===== src/rtl/sync_fifo_param_pkg.sv =====
// Shared definitions for the parametrised sample FIFO: read-mode encoding and
// a ceil(log2) helper for callers sizing AWIDTH from a required depth.
package sync_fifo_param_pkg;

    typedef enum logic {
        FIFO_MODE_STD  = 1'b0,
        FIFO_MODE_FWFT = 1'b1
    } fifo_mode_e;

    function automatic int unsigned clog2(input int unsigned value);
        int unsigned res;
        int unsigned v;
        res = 0;
        v   = (value > 0) ? value - 1 : 0;
        while (v > 0) begin
            res++;
            v = v >> 1;
        end
        return res;
    endfunction

endpackage


===== src/rtl/sync_fifo_param_ram.sv =====
// Simple dual-port RAM for the sample FIFO: one write port, one read port that
// is either registered under a read enable or asynchronous (FWFT use).
module fifo_ram
    import sync_fifo_param_pkg::*;
#(
    parameter int WIDTH     = 16,
    parameter int AWIDTH    = 2,
    parameter int SYNC_READ = 1
) (
    input  logic              clk,
    input  logic              resetn,
    input  logic              we,
    input  logic [AWIDTH-1:0] waddr,
    input  logic [WIDTH-1:0]  wdata,
    input  logic              re,
    input  logic [AWIDTH-1:0] raddr,
    output logic [WIDTH-1:0]  rdata
);

    (* ram_block *) logic [WIDTH-1:0] mem [2**AWIDTH];

    always_ff @(posedge clk) begin
        if (we) begin
            mem[waddr] <= wdata;
        end
    end

    generate
        if (SYNC_READ != 0) begin : g_sync
            // Output register is reset so read_data starts at zero; the array is not.
            always_ff @(posedge clk or negedge resetn) begin
                if (!resetn) begin
                    rdata <= '0;
                end else if (re) begin
                    rdata <= mem[raddr];
                end
            end
        end else begin : g_async
            logic unused_ctrl;
            assign unused_ctrl = re ^ resetn;

            always_comb begin
                rdata = mem[raddr];
            end
        end
    endgenerate

endmodule


===== src/rtl/sync_fifo_param.sv =====
// Parametrised single-clock FIFO between the S/PDIF decoder and I2S serialiser:
// extra-bit pointers, registered status flags, sticky errors, synchronous flush.
module sync_fifo_param
    import sync_fifo_param_pkg::*;
#(
    parameter int WIDTH        = 16,
    parameter int AWIDTH       = 2,
    parameter int AFULL_LEVEL  = 3,
    parameter int AEMPTY_LEVEL = 1,
    parameter int FWFT         = 0
) (
    input  logic              clk,
    input  logic              resetn,
    input  logic              clear,
    input  logic              write,
    input  logic [WIDTH-1:0]  write_data,
    input  logic              read,
    output logic [WIDTH-1:0]  read_data,
    output logic              read_valid,
    output logic              empty,
    output logic              full,
    output logic              almost_full,
    output logic              almost_empty,
    output logic [AWIDTH:0]   level,
    output logic              overflow,
    output logic              underflow
);

    localparam int            DEPTH    = 2**AWIDTH;
    localparam logic [AWIDTH:0] DEPTH_L  = (AWIDTH+1)'(DEPTH);
    localparam logic [AWIDTH:0] AFULL_L  = (AWIDTH+1)'(AFULL_LEVEL);
    localparam logic [AWIDTH:0] AEMPTY_L = (AWIDTH+1)'(AEMPTY_LEVEL);
    localparam bit            IS_FWFT  = (FWFT == int'(FIFO_MODE_FWFT));

    generate
        if (AWIDTH < 1 || AFULL_LEVEL < 1 || AFULL_LEVEL > DEPTH ||
            AEMPTY_LEVEL < 0 || AEMPTY_LEVEL >= DEPTH) begin : g_bad_params
            $fatal(1, "sync_fifo_param: illegal AWIDTH/AFULL_LEVEL/AEMPTY_LEVEL");
        end
    endgenerate

    logic [AWIDTH:0] head_q, tail_q, level_q, level_n;
    logic            empty_q, full_q, afull_q, aempty_q;
    logic            ovf_q, unf_q, rvalid_q;
    logic            rd_acc, wr_acc;

    // Acceptance uses only registered flags, keeping read/write off the flag paths.
    always_comb begin
        rd_acc  = read & ~empty_q;
        wr_acc  = write & (~full_q | rd_acc);
        level_n = level_q + (AWIDTH+1)'(wr_acc) - (AWIDTH+1)'(rd_acc);
    end

    always_ff @(posedge clk or negedge resetn) begin
        if (!resetn) begin
            head_q   <= '0;
            tail_q   <= '0;
            level_q  <= '0;
            empty_q  <= 1'b1;
            full_q   <= 1'b0;
            afull_q  <= 1'b0;
            aempty_q <= 1'b1;
            ovf_q    <= 1'b0;
            unf_q    <= 1'b0;
            rvalid_q <= 1'b0;
        end else if (clear) begin
            head_q   <= '0;
            tail_q   <= '0;
            level_q  <= '0;
            empty_q  <= 1'b1;
            full_q   <= 1'b0;
            afull_q  <= 1'b0;
            aempty_q <= 1'b1;
            ovf_q    <= 1'b0;
            unf_q    <= 1'b0;
            rvalid_q <= 1'b0;
        end else begin
            if (wr_acc) begin
                head_q <= head_q + 1'b1;
            end
            if (rd_acc) begin
                tail_q <= tail_q + 1'b1;
            end
            level_q  <= level_n;
            empty_q  <= (level_n == '0);
            full_q   <= (level_n == DEPTH_L);
            afull_q  <= (level_n >= AFULL_L);
            aempty_q <= (level_n <= AEMPTY_L);
            ovf_q    <= ovf_q | (write & ~wr_acc);
            unf_q    <= unf_q | (read & ~rd_acc);
            rvalid_q <= rd_acc;
        end
    end

    fifo_ram #(
        .WIDTH     (WIDTH),
        .AWIDTH    (AWIDTH),
        .SYNC_READ (IS_FWFT ? 0 : 1)
    ) u_ram (
        .clk    (clk),
        .resetn (resetn),
        .we     (wr_acc & ~clear),
        .waddr  (head_q[AWIDTH-1:0]),
        .wdata  (write_data),
        .re     (rd_acc & ~clear),
        .raddr  (tail_q[AWIDTH-1:0]),
        .rdata  (read_data)
    );

    assign read_valid   = IS_FWFT ? ~empty_q : rvalid_q;
    assign empty        = empty_q;
    assign full         = full_q;
    assign almost_full  = afull_q;
    assign almost_empty = aempty_q;
    assign level        = level_q;
    assign overflow     = ovf_q;
    assign underflow    = unf_q;

endmodule


===== config.mk =====
export PLATFORM = sky130hd
export DESIGN_NAME = sync_fifo_param
export DESIGN_NICKNAME = d
export VERILOG_FILES = /design/src/rtl/sync_fifo_param_pkg.sv /design/src/rtl/sync_fifo_param_ram.sv /design/src/rtl/sync_fifo_param.sv
export SDC_FILE = /design/constraint.sdc
export NUM_CORES = 1
export LEC_CHECK = 0
export ABC_AREA = 1
export ABC_CLOCK_PERIOD_IN_PS = 4780
export CORE_MARGIN = 10
export CORE_UTILIZATION = 45
export DETAILED_ROUTE_END_ITERATION = 8
export PLACE_DENSITY = 0.66
export SLEW_MARGIN = 20
export SYNTH_ARGS = -nofsm -noshare
export SYNTH_HDL_FRONTEND = slang
export SYNTH_SLANG_ARGS = --single-unit

===== constraint.sdc =====
create_clock -name clk -period 4.78 [get_ports clk]
set_clock_uncertainty 0.1 [all_clocks]
set_input_delay 0.717 -clock clk [delete_from_list [all_inputs] [get_ports clk]]
set_output_delay 0.717 -clock clk [all_outputs]
set_load 0.01 [all_outputs]

; Word-level counts from Yosys, hierarchy flattened
; Memory sizes are Yosys's and may differ from the RTL's. A register that Yosys moved wholly into a read port is not among the register bits.
; Cells that the tools add are included.
[word_totals]
elab_cells = 50
output_inout_bits = 26
regBits = 16
mem_bits_rw = 64
memories = 1
[op_classes]
n_mux = 14
magnitude_cmp = 2
addsub = 4
reduce_logical = 4
bitwise_logic = 14
n_eq_ne = 1
[mem_list]
columns = name, words, width, rd, rd_clocked_by_memory_dff, wr, line_no
row1 = u_ram.mem, 4, 16, 1, 1, 1, sync_fifo_param_ram.sv:20  ; (* ram_block *) logic [WIDTH-1:0] mem [2**AWIDTH];
[op_table]
columns = cell, n
row1 = 2-to-1 mux 3 bit, 5
row2 = 2-to-1 mux 1 bit, 9
row3 = adder 3 x 1 -> 3 bit (second input constant), 2
row4 = AND 1 bit, 6
row5 = inverter 1 bit, 5
row6 = nonzero test 2 bit, 2
row7 = adder 3 x 1 -> 3 bit, 1
row8 = equality test 3 bit (second input constant), 1
row9 = >= comparator 3 x 2 -> 1 bit (second input constant), 1
row10 = less-or-equal comparator 3 x 1 -> 1 bit (second input constant), 1
row11 = zero test 3 bit, 1
row12 = OR 1 bit, 3
row13 = subtractor 3 x 1 -> 3 bit, 1
row14 = zero test 1 bit, 1

; Logic depth before layout (Yosys ltp)
; Gate-level depths: netlist of run 1.
[depth]
depth_word = 8
depth_mapped = 14

; By module
; Synthesis of run 1 repeated with hierarchy kept, for this count alone.
[hier_totals]
hier_cells = 409
hier_area_um2 = 4093.9
[modules_own_cells]
columns = module, instances, area_per_inst_um2, cells_per_inst
row1 = fifo_ram, 1, 3388.2, 327
row2 = sync_fifo_param, 1, 705.7, 82

; Worst setup path after synthesis of run 1
; No wires, ideal clock.
[synth_path]
path_kind = input-to-reg
startpoint = input read
endpoint = register full_q, in the netlist full
setup_slack_ns = 2.357
arrival_ns = 2.251
setup_time_ns = 0.072
cell_stages = 13
required_ns = 4.608
path_buffers = 0
cell_sequence = nand2_4 > nand2_1 > nand2_1 > ha_1 > inv_1 > ha_1 > inv_1 > fa_1 > inv_1 > nand2_1 > nand3_1 > nand3_1 > nor2_1
[synth_between]
elab_chain_cells = 7
[synth_lines]
columns = item, line_no
row1 = from (decl), sync_fifo_param.sv:17  ; input logic read,
row2 = AND 1 bit *, sync_fifo_param.sv:49  ; rd_acc = read & ~empty_q;
row3 = OR 1 bit, sync_fifo_param.sv:50  ; wr_acc = write & (~full_q | rd_acc);
row4 = AND 1 bit, sync_fifo_param.sv:50
row5 = adder 3 x 1 -> 3 bit, sync_fifo_param.sv:51  ; level_n = level_q + (AWIDTH+1)'(wr_acc) - (AWIDTH+1)'(rd_acc);
row6 = subtractor 3 x 1 -> 3 bit *, sync_fifo_param.sv:51
row7 = equality test 3 bit *, sync_fifo_param.sv:86  ; full_q <= (level_n == DEPTH_L);
row8 = 2-to-1 mux 1 bit *, sync_fifo_param.sv:66  ; end else if (clear) begin
row9 = to (signal assigned), sync_fifo_param.sv:86
row10 = to (decl), sync_fifo_param.sv:43  ; logic empty_q, full_q, afull_q, aempty_q;
; Mark *: on every way between the ends. The rest lies on a longest branch, timed or not.
; A chain may end at the register's enable or synchronous reset.

; Worst setup path in the final report of run 1
; Same ends and word-level chain as after synthesis.

==> results of run 1 <==
-- layout make-up --
| cell class | count | area, µm² | share of cell area |
|---|---|---|---|
| flip-flops and latches | 94 | 2680 | 0.555 |
| multi-input cells | 215 | 962 | 0.200 |
| repair buffers | 51 | 498 | 0.103 |
| inverters | 86 | 330 | 0.0685 |
| well taps | 108 | 135 | 0.0280 |
| clock buffers | 10 | 128 | 0.0265 |
| clock inverters | 6 | 91.3 | 0.0189 |
-- through the flow --
stage	instance area, µm²	hold WS (ns)
6_report	4820	0.383
5_1_grt	4820	0.411
4_1_cts	4820	0.388
3_5_place_dp	4600	0.366
3_3_place_gp	4600	0.365
2_1_floorplan	4080	0.321
-- report_power, final --
part | switching, µW | internal, µW | total (µW)
clock | 276 | 300 | 575
sequential | 92.8 | 1010 | 1100
combinational | 359 | 308 | 666
total | 727 | 1620 | 2340
-- state kept, by name, indices dropped and copies added (netlist names) --
signal        flops
underflow         1
tail_q            2
overflow          1
read_valid        1
head_q            2
full              1
level             3
u_ram.mem        64
almost_empty      1
empty             1
u_ram.rdata      16
almost_full       1
-- worst max-delay path, stage by stage --
cell             delay, ns
clkdlybuf4s50_1       0.54
nand2_4               0.11
nand2_1               0.13
nand2_1               0.11
ha_1                  0.28
inv_1                 0.05
ha_1                  0.12
inv_1                 0.05
fa_1                  0.43
inv_1                 0.13
nand2_1               0.07
nand3_1               0.08
nand3_1               0.11
nor2_1                0.11
-- synth_stat cells --
library cell	instances	area (µm²)
a21oi_1	2	10.0
buf_2	3	15.0
buf_4	5	37.5
buf_6	5	56.3
clkinv_1	1	3.75
dfrtp_1	28	701
dfstp_2	2	52.6
edfxtp_1	64	1920
fa_1	1	20.0
ha_1	6	75.1
inv_1	81	304
inv_2	1	3.75
inv_4	3	18.8
nand2_1	146	548
nand2_4	1	11.3
nand3_1	42	210
nand4_1	2	12.5
nor2_1	12	45.0
nor2_8	1	20.0
o21ai_0	1	5.00
o21ai_1	1	5.00
-- per-layer routing --
metal | share of wire | routed length [µm] | global-route usage | vias up
met1 | 0.42 | 3440 | 0.148 | 1271
met2 | 0.51 | 4130 | 0.229 | 52
met5 | 0 | 0 | 0 | -
met3 | 0.052 | 423 | 0.0432 | 10
met4 | 0.016 | 128 | 0.0429 | 0
li1 | - | - | - | 1354
-- final timing paths --
check,from,endpoint,slack [ns],cells after the start
min reg2reg,u_ram.rdata[9]$_DFFE_PN0P_,u_ram.rdata[9]$_DFFE_PN0P_,0.38,2
max,read,full$_DFF_PN0_,1.94,14
min,u_ram.rdata[9]$_DFFE_PN0P_,u_ram.rdata[9]$_DFFE_PN0P_,0.38,2
max reg2reg,empty$_DFF_PN1_,full$_DFF_PN0_,2.28,14
min in group asynchronous,resetn,underflow$_DFF_PN0_,0.63,2
max in group asynchronous,resetn,tail_q[0]$_DFFE_PN0P_,3.63,2
-- cell families after synthesis --
logic type / count (synthesis) / synth area share
adder cells (fa/ha/maj): 7 / 0.0233
AND/OR/NAND/NOR: 204 / 0.208
AO/OA/AOI/OAI: 4 / 0.00491
flip-flops: 94 / 0.656
buffers and inverters: 99 / 0.108
-- cells in the final DEF (no fill, tap or decap), drive strengths merged --
cell	Yosys	final
bufinv	0	2
nand2	147	147
inv	85	88
dfrtp	28	28
clkbuf	0	10
fa	1	1
nand4	2	2
o21ai	2	2
ha	6	6
clkdlybuf4s50	0	46
a21oi	2	2
nor2	13	13
nand3	42	42
dfstp	2	2
clkinv	1	2
buf	13	5
edfxtp	64	64
==> flow_summary.json, run 1 <==
{
  "cts_max_path_buffers": 2,
  "wirelength_mm": 8.12,
  "outcome": "finished clean",
  "grt_max_degree": 35,
  "fin_crit_ns": 2.84,
  "cts_tree": "done",
  "place_ws_ns": 1.59,
  "root_buffer": "clkbuf_8",
  "post_synth_inst_count": 408,
  "p_total_uw": 2340,
  "overflow": 0,
  "slew_viol_final": 0,
  "tightest_slew_ns": 0.778,
  "die_x_um": 115,
  "clk_latency_ns": 0.36,
  "antenna_cells": 0,
  "placement.io_buffers": 46,
  "start_kind": "primary input",
  "syn-cell-area_um2": 4080,
  "nNetsFinal": 485,
  "track_usage": 0.131,
  "rows": 34,
  "fmax_mhz": 352,
  "drive_above_1_share": 0.0628,
  "gp_congestion": 0.815,
  "ir_drop_mv": 0.230,
  "layout_setup_ws_ns": 1.94,
  "n_fill_cell": 779,
  "period_share": 0.594,
  "numCtsBuffers": 9,
  "cts.clk_slew.worst_paths_ns": 0.09,
  "ys_types": 21,
  "power_density_nw_per_um2": 486,
  "hold_class": "flip-flop to flip-flop",
  "grt_pass1_vias": 2784,
  "rsz0062_at_grt": "no",
  "drcViolationCount": 0,
  "setup_viol": 0,
  "holdBufCountCts": 0,
  "synth_seq_cells": 94,
  "antenna_found_initial": 0,
  "die_area_um2": 13300,
  "initial_core_util": 0.465,
  "final_util": 0.550,
  "ys_seq_area_frac": 0.656,
  "finalHoldViolations": 0,
  "grt_pass1_wl_mm": 13.6,
  "dpl.cell_count": 554,
  "ant_nets": 0,
  "die_y_um": 115,
  "cp.arrival_ns": 3.04,
  "core-area_um2": 8760,
  "routed_via_density": 4.71,
  "relSlewSlack": 0.481,
  "synth_nets": 436,
  "post_drt_wl_per_cell_um": 14.3,
  "final_cells": 570,
  "syn_area_per_cell_um2": 9.99,
  "ctsResizeCount": 0,
  "drt_iter0_markers": 99,
  "maxCapViolCount": 0,
  "p_leak_uw": 0.00226,
  "cts_setup_buffers": 0,
  "path_class": "primary input to flip-flop",
  "num_vias": 2687,
  "hpwl_mm": 5.26,
  "clkSinkCount": 94,
  "io_pins": 47,
  "syn_to_final_growth_pct": 18.3,
  "endpoint_kind": "flip-flop",
  "required_ns": 4.98,
  "ys_warn_count": 0,
  "firstDrtPassIters": 4,
  "fin_tns_setup_ns": 0,
  "crit_fanout": 6,
  "cts_max_level": 3
}
Note: power is estimated with default switching activity, not from simulation.
==> inputs of run 2 (changes only) <==
- ABC_CLOCK_PERIOD_IN_PS: 4780 -> 2400
- PLACE_DENSITY: 0.66 -> 0.69
- clock period: 4.78 -> 2.4 ns (I/O delays scaled with it)
==> flow_summary.json, run 2 (synthesis results as in run 1) <==
{
  "outcome": "finished clean",
  "gp_congestion": 0.712,
  "required_ns": 2.59,
  "cp_common_cell": "inv_1",
  "final_util": 0.558,
  "final_common_cell": "nand2_1",
  "overflow": 0,
  "final_area_um2": 4890,
  "largest-register": "u_ram.mem",
  "cts_max_path_buffers": 2,
  "grt_max_degree": 35,
  "die_x_um": 115,
  "hold_slack_ns": 0.279,
  "grt_pass1_wl_mm": 13.1,
  "relSlewSlack": 0.540,
  "antenna_cells": 0,
  "ir_drop_mv": 0.454,
  "largest_reg_flops": 64,
  "fin_crit_ns": 2.29,
  "crit_fanout": 4,
  "syn_to_final_growth_pct": 20.0,
  "routed_via_density": 4.66,
  "placement.io_buffers": 46,
  "p_int_uw": 3040,
  "io_pins": 47,
  "p_sw_frac": 0.320,
  "cpMaxStageDelayCell": "fa_2",
  "fmax_mhz": 438,
  "cpPeakStageDelay_ns": 0.54,
  "drive_above_1_share": 0.0849,
  "nNetsFinal": 494,
  "n_fill_cell": 754,
  "crit_chain": "clkdlybuf4s50_1, nand2_4, nand2_2, nand2_2, ha_1, inv_1, ha_1, inv_1, fa_2, inv_1, nor2_1, inv_1, nor2_1",
  "place_area_um2": 4720,
  "tightest_slew_ns": 0.691,
  "power_switching_uw": 1430,
  "num_vias": 2701,
  "layout_setup_ws_ns": 0.115,
  "clkSinkCount": 94,
  "clk_latency_ns": 0.35,
  "period_share": 0.952,
  "ant_nets": 0,
  "path_class": "primary input to flip-flop",
  "numCtsBuffers": 9,
  "die_y_um": 115,
  "setup_viol": 0,
  "rsz0062_at_grt": "no",
  "wirelength_mm": 7.98,
  "hold_class": "primary input to asynchronous set/reset pin",
  "p_comb_frac": 0.312,
  "power_density_nw_per_um2": 915,
  "p_seq_frac": 0.487,
  "hpwl_mm": 5.36,
  "drcViolationCount": 0,
  "endpoint_kind": "flip-flop",
  "drt_iter0_markers": 151,
  "final_cell_mix": "nand2_1, inv_1, edfxtp_1",
  "start_kind": "primary input",
  "finalHoldViolations": 0,
  "p_leak_uw": 0.00229,
  "die_area_um2": 13300,
  "rows": 34,
  "slew_viol_final": 0,
  "cts.clk_slew.worst_paths_ns": 0.09,
  "initial_core_util": 0.465,
  "grt_pass1_vias": 2727,
  "cp.arrival_ns": 2.48,
  "track_usage": 0.126,
  "post_drt_wl_per_cell_um": 13.8,
  "maxCapViolCount": 0,
  "cts_max_level": 3,
  "root_buffer": "clkbuf_8",
  "firstDrtPassIters": 4,
  "cts_tree": "done",
  "core-area_um2": 8760,
  "place_ws_ns": -0.310,
  "p_total_uw": 4480,
  "antenna_found_initial": 0,
  "pwr-share-clk": 0.201
}
## run 2: cell types whose count changed in the layout (fill, tap and decap cells not counted), moves of 2 or more
cell	delta
nand2_2	+2
clkinv_1	+2
nand2_1	-2
inv_6	-2
clkinv_2	+2
buf_12	+4
buf_4	+5
bufinv_16	-2
## run 2: critical path: cells and delay by family
family,cells,cell delay [ns]
adder cells (fa/ha/maj),3,0.94
buffers and inverters,5,0.74
AND/OR/NAND/NOR,5,0.43
## run 2: path summary, 6_finish.rpt
path	from	endpoint	slack [ns]	depth (start not counted)
max	read	full$_DFF_PN0_	0.11	13
min	resetn	level[1]$_DFF_PN0_	0.28	2
max reg2reg	empty$_DFF_PN1_	full$_DFF_PN0_	0.12	13
min reg2reg	u_ram.rdata[15]$_DFFE_PN0P_	u_ram.rdata[15]$_DFFE_PN0P_	0.38	2
max in group asynchronous	resetn	empty$_DFF_PN1_	1.60	2
min in group clk	u_ram.rdata[15]$_DFFE_PN0P_	u_ram.rdata[15]$_DFFE_PN0P_	0.38	2
## run 2: power by group through the flow
stage	logic [µW]	registers, µW	clock network, µW
floorplan	710	2260	0
global placement	1360	2210	0
detailed placement	1400	2220	0
CTS	1400	2180	925
global route	1570	2210	1000
finish	1400	2180	902
## run 2: metal layers
metal / track usage / vias to the layer above / routed length (µm) / share of wire
met3: 0.0370 / 7 / 422 / 0.053
met5: 0 / - / 0 / 0
li1: - / 1368 / - / -
met4: 0.0429 / 0 / 87 / 0.011
met2: 0.221 / 51 / 4120 / 0.52
met1: 0.143 / 1275 / 3350 / 0.42
## run 2: area by class of cell
class,count,area [µm²],share of cell area
Timing Repair Buffer,60,616,0.126
Clock buffer,9,124,0.0253
Sequential cell,94,2680,0.547
Clock inverter,7,40.0,0.00819
Inverter,86,330,0.0676
Tap cell,108,135,0.0276
Multi-Input combinational cell,215,970,0.198
## run 2: per-stage QoR
stage / instances / setup TNS, ns
finish: 579 / 0
global placement: 563 / -0.748
CTS: 579 / 0
global route: 579 / 0
floorplan: 408 / 0
detailed placement: 563 / -1.30
## run 2: what timing repair did
| item | CTS | global route |
|---|---|---|
| resized for setup | 0 | 4 |
| setup buffers | 0 | 0 |
| hold buffers | 0 | 0 |
| endpoints found under the setup margin | 0 | 4 |
| endpoints found under the hold margin | 0 | 0 |
==> inputs of run 3 (changes only) <==
- CORE_ASPECT_RATIO: default -> 0.5
==> flow_summary.json, run 3 (synthesis results as in run 1) <==
{
  "outcome": "finished clean",
  "slew_viol_final": 0,
  "cts_max_level": 3,
  "die_x_um": 155,
  "start_kind": "flip-flop",
  "ant_nets": 0,
  "fmax_mhz": 454,
  "drive_above_1_share": 0.0964,
  "setup_viol": 0,
  "fin_tns_setup_ns": 0,
  "num_vias": 2691,
  "routed_via_density": 4.53,
  "cp_common_cell": "inv_1",
  "cpMaxStageDelayCell": "dfstp_2",
  "initial_core_util": 0.465,
  "worst_r2r_startpoint": "empty$_DFF_PN1_",
  "place_ws_ns": -0.292,
  "firstDrtPassIters": 4,
  "antenna_cells": 0,
  "grt_pass1_vias": 2787,
  "nNetsFinal": 500,
  "track_usage": 0.126,
  "setup.worst_path.start": "empty$_DFF_PN1_",
  "crit_fanout": 3,
  "cp.arrival_ns": 2.38,
  "fin_crit_ns": 2.20,
  "cts_tree": "done",
  "clk_latency_ns": 0.33,
  "grt_pass1_wl_mm": 13.6,
  "worstHoldStart": "read",
  "grt_max_degree": 35,
  "period_share": 0.918,
  "io_pins": 47,
  "tightest_slew_ns": 0.499,
  "final_area_um2": 5040,
  "maxCapViolCount": 0,
  "final_cell_mix": "nand2_1, inv_1, edfxtp_1",
  "final_cells": 594,
  "numCtsBuffers": 9,
  "endpoint": "empty$_DFF_PN1_",
  "dpl.cell_count": 578,
  "die_y_um": 87.3,
  "p_leak_uw": 0.00237,
  "path_class": "flip-flop to flip-flop",
  "cts.clk_slew.worst_paths_ns": 0.06,
  "power_density_nw_per_um2": 966,
  "gp_congestion": 0.795,
  "final_common_cell": "nand2_1",
  "post_drt_wl_per_cell_um": 13.3,
  "reg2regPathDepth": 13,
  "multiInputGateArea_um2": 972,
  "ir_drop_mv": 0.560,
  "root_buffer": "clkbuf_16",
  "clkSinkCount": 94,
  "hold_slack_ns": 0.276,
  "required_ns": 2.58,
  "cpPeakStageDelay_ns": 0.54,
  "syn_to_final_growth_pct": 23.7,
  "reg2reg_to": "empty$_DFF_PN1_",
  "layout_setup_ws_ns": 0.197,
  "core-area_um2": 8770,
  "drt_iter0_markers": 109,
  "cts_max_path_buffers": 2,
  "rows": 24,
  "die_area_um2": 13500,
  "seq_area_um2": 2680,
  "drcViolationCount": 0,
  "endpoint_kind": "flip-flop",
  "relSlewSlack": 0.667,
  "placement.io_buffers": 46,
  "reg2reg_slack_ns": 0.20,
  "n_fill_cell": 739,
  "antenna_found_initial": 0,
  "finalHoldViolations": 0,
  "largest-register": "u_ram.mem",
  "hpwl_mm": 5.38,
  "place_area_um2": 4760,
  "crit_chain": "inv_2, nand2_4, nand2_2, nand2_2, ha_1, inv_1, ha_1, inv_1, fa_2, inv_1, nor2_2, nand3_1, nand2_1",
  "rsz0062_at_grt": "no",
  "hold_class": "primary input to flip-flop",
  "wirelength_mm": 7.91,
  "largest_reg_flops": 64,
  "overflow": 0
}
## run 3: cell types whose count changed in the layout (fill, tap and decap cells not counted), moves of 2 or more
cell | previous run | this run
clkbuf_16 | 0 | 9
buf_4 | 10 | 17
clkinv_2 | 3 | 1
clkbuf_8 | 9 | 0
## run 3: stage by stage
step	util	power [µW]
3_3_place_gp	0.543	3600
4_1_cts	0.573	4910
6_report	0.575	4870
2_1_floorplan	-	2970
5_1_grt	0.575	5190
3_5_place_dp	0.543	3640
## run 3: worst min path at each step
stage	cells after the start	slack, ns	to
final	3	0.28	underflow$_DFF_PN0_
after global routing	3	0.33	underflow$_DFF_PN0_
after CTS	2	0.33	level[2]$_DFF_PN0_
after detailed placement	2	0.37	u_ram.rdata[12]$_DFFE_PN0P_
after global placement	2	0.36	u_ram.rdata[5]$_DFFE_PN0P_
after floorplan	0	-0.04	almost_full$_DFF_PN0_
## run 3: final cells by class
| cell class | count | share of cell area |
|---|---|---|
| clock buffer | 10 | 0.0454 |
| multi-input combinational | 215 | 0.193 |
| timing repair buffer | 66 | 0.129 |
| inverter | 86 | 0.0655 |
| clock inverter | 6 | 0.00745 |
| tap | 117 | 0.0290 |
| sequential | 94 | 0.531 |
## run 3: power by group
group          internal, µW  leakage [µW]  switching (µW)
combinational           685       0.00128             756
clock                   698      0.000128             565
sequential             2010      0.000961             153
## run 3: metal layers
metal	part of all wire	vias to the layer above	GRT usage	routed length (µm)
li1	-	1390	-	-
met2	0.48	63	0.213	3830
met4	0.011	0	0.0469	89
met1	0.45	1232	0.146	3530
met5	0	-	0	0
met3	0.057	6	0.0459	453
## run 3: critical path: cells and delay by family (launching register included)
| family | cells | cell delay, ns |
|---|---|---|
| buffers and inverters | 4 | 0.20 |
| AND/OR/NAND/NOR | 6 | 0.42 |
| flip-flops | 1 | 0.54 |
| adder cells (fa/ha/maj) | 3 | 0.90 |
## run 3: repair_timing
item                                    4_1_cts  5_1_grt
buffers inserted                              0        0
endpoints found under the setup margin        0        5
hold buffers                                  0        0
gates resized for setup                       0        6
==> RTL edit 1 (config.mk and constraints of run 2) <==
Register the output `level` once more, without a reset; this adds one clock of latency there. The other outputs are not delayed to match.
--- a/src/rtl/sync_fifo_param.sv
+++ b/src/rtl/sync_fifo_param.sv
@@ -114,3 +114,5 @@
     assign almost_empty = aempty_q;
-    assign level        = level_q;
+    always_ff @(posedge clk) begin
+        level <= level_q;
+    end
     assign overflow     = ovf_q;
Behaviour: not the same (Yosys sat finds a counterexample within 4 cycles, from zero or initial values and one cycle with resetn low).
==> RTL edit 1 against run 2 <==
Cell count up 1.4%; non-clock buffer count rose by 5; wire length shrank 1.0%; sequential cell count increased by 3; clock power is 4.8% higher; maximum frequency down 0.25%; count of clock-buffer cells in the layout is 4 higher; worst setup slack worse by 0.0056 ns; power rose by 3.1%; global-route usage grew 0.057 points; final area is 1.3% higher; critical path depth is the same; sequential share of layout area grew 0.51 points; area after synthesis increased by 0.61%; highest routed layer unchanged.
==> RTL edit 1: results (changes against run 2) <==
| Metric | Value |
|---|---|
| WL per Instance | `13.5 um (-2.4%)` |
| Critical Path Slowest Stage Cell | `fa_2` |
| RD Place Congestion | `0.778 (+9.2%)` |
| CP Max Fanout | `4 (unchanged)` |
| Largest regs | `u_ram.mem: 64 flops, u_ram.rdata: 16 flops` |
| Synth unique cells | `20 (-4.8%)` |
| Vias/cell | `4.67 (about the same)` |
| Placement Cell Area | `4750 um2 (+0.69%)` |
| HPWL Detailed | `5.33 mm (-0.53%)` |
| Most frequent cells after synthesis | `148 x nand2_1, 81 x inv_1, 64 x edfxtp_1, 42 x nand3_1, 28 x dfrtp_1` |
| Worst Tran Pin Value | `0.566 ns (-0.124 ns)` |
| Clock Tree Root | `clkbuf_8` |
| Syn_nets | `438 (+0.46%)` |
| EDFF count, synth | `64 (unchanged)` |
| Async S/R FF share, synth | `30.9% (-0.99 points)` |
| Largest net degree at the start of global routing | `34 (-2.9%)` |
| Worst-Skew Late Latency | `0.35 ns (about the same)` |
| Dpl ws | `-0.322 ns (-0.0121 ns)` |
| Leakage power | `2.33 nW (+1.6%)` |
| Status | `completed` |
| Initial drt markers | `142 (-6.0%)` |
| Worst path max stage delay | `0.57 ns (+0.03 ns)` |
| Synth area leaders | `edfxtp_1 47%, dfrtp_1 17%, nand2_1 14%, inv_1 7.4%, nand3_1 5.1%` |
| Maximum VDD drop | `0.000327 V (-28%)` |
| I/O Buffers | `46 (unchanged)` |
| Global-route wire length before repair | `13.2 mm (+0.68%)` |
| Metal1 wirelength | `3.20 mm (-4.7%)` |
| Final Hold Slack | `0.301 ns (+0.0221 ns)` |
| Clk pin slew, worst setup/hold paths | `0.08 ns` |
| Vias in the first global route | `2808 (+3.0%)` |
| Top FF cell, synth | `edfxtp_1` |
| Total GRT Usage | `12.7% (+0.057 points)` |
| Routed wl met3 | `430 um (+1.9%)` |
| H-tree Lvls | `3 (unchanged)` |
| Sequential share of the synthesized area | `66.7% (+1.1 points)` |
| Metal2 WL | `4.17 mm (+1.2%)` |
| Period Utilization, post-route | `95.5% (+0.23 points)` |
| Fraction of layout cells with a size suffix above 1 | `10.0% (+1.5 points)` |
| Nets@finish | `502 (+1.6%)` |
## RTL edit 1: changes by cell type in the layout (fill, tap and decap cells not counted), sizes merged
cell / change
o21ai: -2
a21oi: +1
nor2: -1
clkinv: -5
nand2: +2
clkbuf: +4
dfxtp: +3
clkinvlp: +1
buf: +5
## RTL edit 1: timing repair
action	in CTS	in global routing
endpoints found under the setup margin	1	5
pin swaps	0	4
gates resized for setup	1	8
cloned	0	0
setup buffers	0	1
hold endpoints to repair	0	0
## RTL edit 1: through the flow
step                instances  total power [mW]
floorplan                 410              3.02
global placement          570              3.63
detailed placement        570              3.67
CTS                       586              4.62
global route              587              4.94
finish                    587              4.61
## RTL edit 1: final timing paths
path                            start           end  depth (start not counted)
min in group clk           level_q[0]      level[0]                          0
max                              read          full                         13
max reg2reg                     empty          full                         12
max in group asynchronous      resetn  almost_empty                          2
min reg2reg                level_q[0]      level[0]                          0
min                            resetn          full                          2
## RTL edit 1: kinds of logic after synthesis
family / count (synthesis) / synth area share [%]
AND/OR/NAND/NOR: 205 / 20.4
adder cells (fa/ha/maj): 7 / 2.32
AO/OA/AOI/OAI: 3 / 0.366
buffers and inverters: 98 / 10.2
flip-flops: 97 / 66.7
## RTL edit 1: where the power goes
group	total, mW	switching [mW]	internal (mW)	leakage [nW]
clock network	0.945	0.515	0.430	0.0871
registers	2.22	0.142	2.08	0.986
logic	1.45	0.763	0.682	1.26
## RTL edit 1: area by class of cell
| cell class | count | area (um2) |
|---|---|---|
| clock buffers | 13 | 159 |
| clock inverters | 3 | 16.3 |
| fillers | 741 | 3850 |
| inverters | 86 | 325 |
| multi-input cells | 215 | 967 |
| flip-flops and latches | 97 | 2740 |
| well taps | 108 | 135 |
| repair buffers | 65 | 616 |
## RTL edit 1: critical path, delay by kind of cell
| kind | cells | cell delay, ns |
|---|---|---|
| simple gates | 5 | 0.41 |
| buf+inv | 5 | 0.73 |
| fa+ha+maj | 3 | 0.97 |
## RTL edit 1: routing by layer
layer  global-route usage [%]  vias up
li1                         -     1386
met1                     14.3     1289
met2                     22.6       56
met3                     3.20        9
met4                     4.98        0
met5                        0        -
==> RTL edit 2 (settings of run 2) <==
Without the edit above. `WIDTH` is set to 16 in 2 places; all go to 14.
--- a/src/rtl/sync_fifo_param_ram.sv
+++ b/src/rtl/sync_fifo_param_ram.sv
@@ -5,3 +5,3 @@
 #(
-    parameter int WIDTH     = 16,
+    parameter int WIDTH     = 14,
     parameter int AWIDTH    = 2,
--- a/src/rtl/sync_fifo_param.sv
+++ b/src/rtl/sync_fifo_param.sv
@@ -5,3 +5,3 @@
 #(
-    parameter int WIDTH        = 16,
+    parameter int WIDTH        = 14,
     parameter int AWIDTH       = 2,
Ports: changed (resized read_data and write_data); port bits go from 47 to 43. No check against the original RTL was run, so the function may have changed too.
==> RTL edit 2 against run 2 <==
Final area is 8.6% lower; core utilization up 1.7 points; sequential cell count is 10 lower; count of clock-buffer cells in the layout is 5 higher; clock power increased by 11%; cell count shrank 7.8%; wire length down 8.7%; worst setup slack got worse by 0.042 ns; area after synthesis decreased by 11%; power decreased by 3.7%; die area shrank 9.3%; first-iteration DRC count down 53%; critical path type unchanged; largest power group unchanged; highest routed layer unchanged.
==> RTL edit 2: results (changes against run 2) <==
| Metric | Value |
|---|---|
| FF-to-FF setup slack | `0.08 ns (-0.04 ns)` |
| Area Overhead vs Synth | `23.4%` |
| Maximum VDD drop | `0.000345 V (-24%)` |
| Antenna Cells | `0 (unchanged)` |
| Synth unique cells | `20 (-4.8%)` |
| HPWL Detailed | `4.93 mm (-8.0%)` |
| Multi-input comb cells | `195 (-9.3%)` |
| Non-CTS buffers | `59 (-1.7%)` |
| Dpl cells | `516 (-8.3%)` |
| Synthesized flop and latch total | `84 (-11%)` |
| Storage element area | `2380 um2 (-11%)` |
| Clock Tree Root | `clkbuf_8` |
| Critical path arrival | `2.50 ns (+0.02 ns)` |
| Routed vias | `2495 (-7.6%)` |
| Placement Cell Area | `4230 um2 (-10%)` |
| Nets@finish | `453 (-8.3%)` |
| Non-filler instance count after layout | `534 (-7.8%)` |
| Initial drt markers | `71 (-53%)` |
| R2R depth | `13 (unchanged)` |
| I/O Buffers | `42 (-8.7%)` |
| Total GRT Usage | `12.6% (-0.034 points)` |
| Leakage power | `2.09 nW (-8.7%)` |
| Status | `completed` |
| Final wirelength | `7.29 mm (-8.7%)` |
| Count of non-CTS inverters in the layout | `78 (-9.3%)` |
| Number of fill cells | `691 (-8.4%)` |
| Clock Network Area Fraction | `4.43% (+1.1 points)` |
| Die area | `12000 um2 (-9.3%)` |
| Final-layout clock buffer total | `14 (+5)` |
| Syn_nets | `394 (-9.6%)` |
| Max reg flops | `56 (-13%)` |
| Dpl ws | `-0.343 ns (-0.0327 ns)` |
| Largest net degree at the start of global routing | `30 (-14%)` |
| Avg Cell Area, Syn | `9.84 um2 (-1.5%)` |
| RD Place Congestion | `0.822 (+15%)` |
| Synth area leaders | `edfxtp_1 46%, dfrtp_1 18%, nand2_1 13%, inv_1 7.7%, nand3_1 5.3%` |
| Fraction of layout cells with a size suffix above 1 | `10.9% (+2.4 points)` |
| Most frequent cells after synthesis | `130 x nand2_1, 74 x inv_1, 56 x edfxtp_1, 38 x nand3_1, 26 x dfrtp_1` |
| EDFF count, synth | `56 (-13%)` |
| Final Hold Slack | `0.295 ns (+0.0168 ns)` |
| Area of the multi-input gates | `891 um2 (-8.1%)` |
RTL edit 2: cell count changes after synthesis:
| cell | before | now |
|---|---|---|
| buf_2 | 3 | 6 |
| buf_4 | 5 | 3 |
| buf_6 | 5 | 2 |
| dfrtp_1 | 28 | 26 |
| edfxtp_1 | 64 | 56 |
| inv_1 | 81 | 74 |
| inv_2 | 1 | 3 |
| inv_4 | 3 | 0 |
| nand2_1 | 146 | 130 |
| nand2_2 | 0 | 1 |
| nand2_4 | 1 | 0 |
| nand3_1 | 42 | 38 |
| nor2_4 | 0 | 1 |
| nor2_8 | 1 | 0 |
RTL edit 2: worst max path at each step:
stage / startpoint / endpoint / slack [ns]
after floorplan: empty / full / 0.02
after global placement: read / full / -0.22
after detailed placement: read / full / -0.34
after CTS: empty / full / 0.02
after global routing: empty / full / -0.03
final: read / full / 0.07
RTL edit 2: cells by family after synthesis:
logic type      count (synthesis)  share of synthesized area [%]
simple gates                  184                           20.8
buf+inv                        89                           10.2
flops                          84                           65.9
fa+ha+maj                       7                           2.63
compound gates                  4                          0.553
RTL edit 2: per-layer routing:
| metal | vias to the layer above | track usage [%] | part of all wire (%) |
|---|---|---|---|
| li1 | 1248 | - | - |
| met2 | 55 | 21.8 | 50 |
| met5 | - | 0 | 0 |
| met1 | 1185 | 14.2 | 43 |
| met4 | 0 | 5.20 | 1.3 |
| met3 | 7 | 3.80 | 6.1 |
RTL edit 2: what timing repair did:
action / 4_1_cts / 5_1_grt
endpoints found under the setup margin: 3 / 4
gates resized for setup: 3 / 8
pin swaps: 0 / 5
buffers inserted: 0 / 2
endpoints found under the hold margin: 0 / 0
RTL edit 2: power by group:
part / internal, mW / switching (mW)
Sequential: 1.80 / 0.132
Clock: 0.538 / 0.465
Combinational: 0.650 / 0.724
Total: 2.99 / 1.32
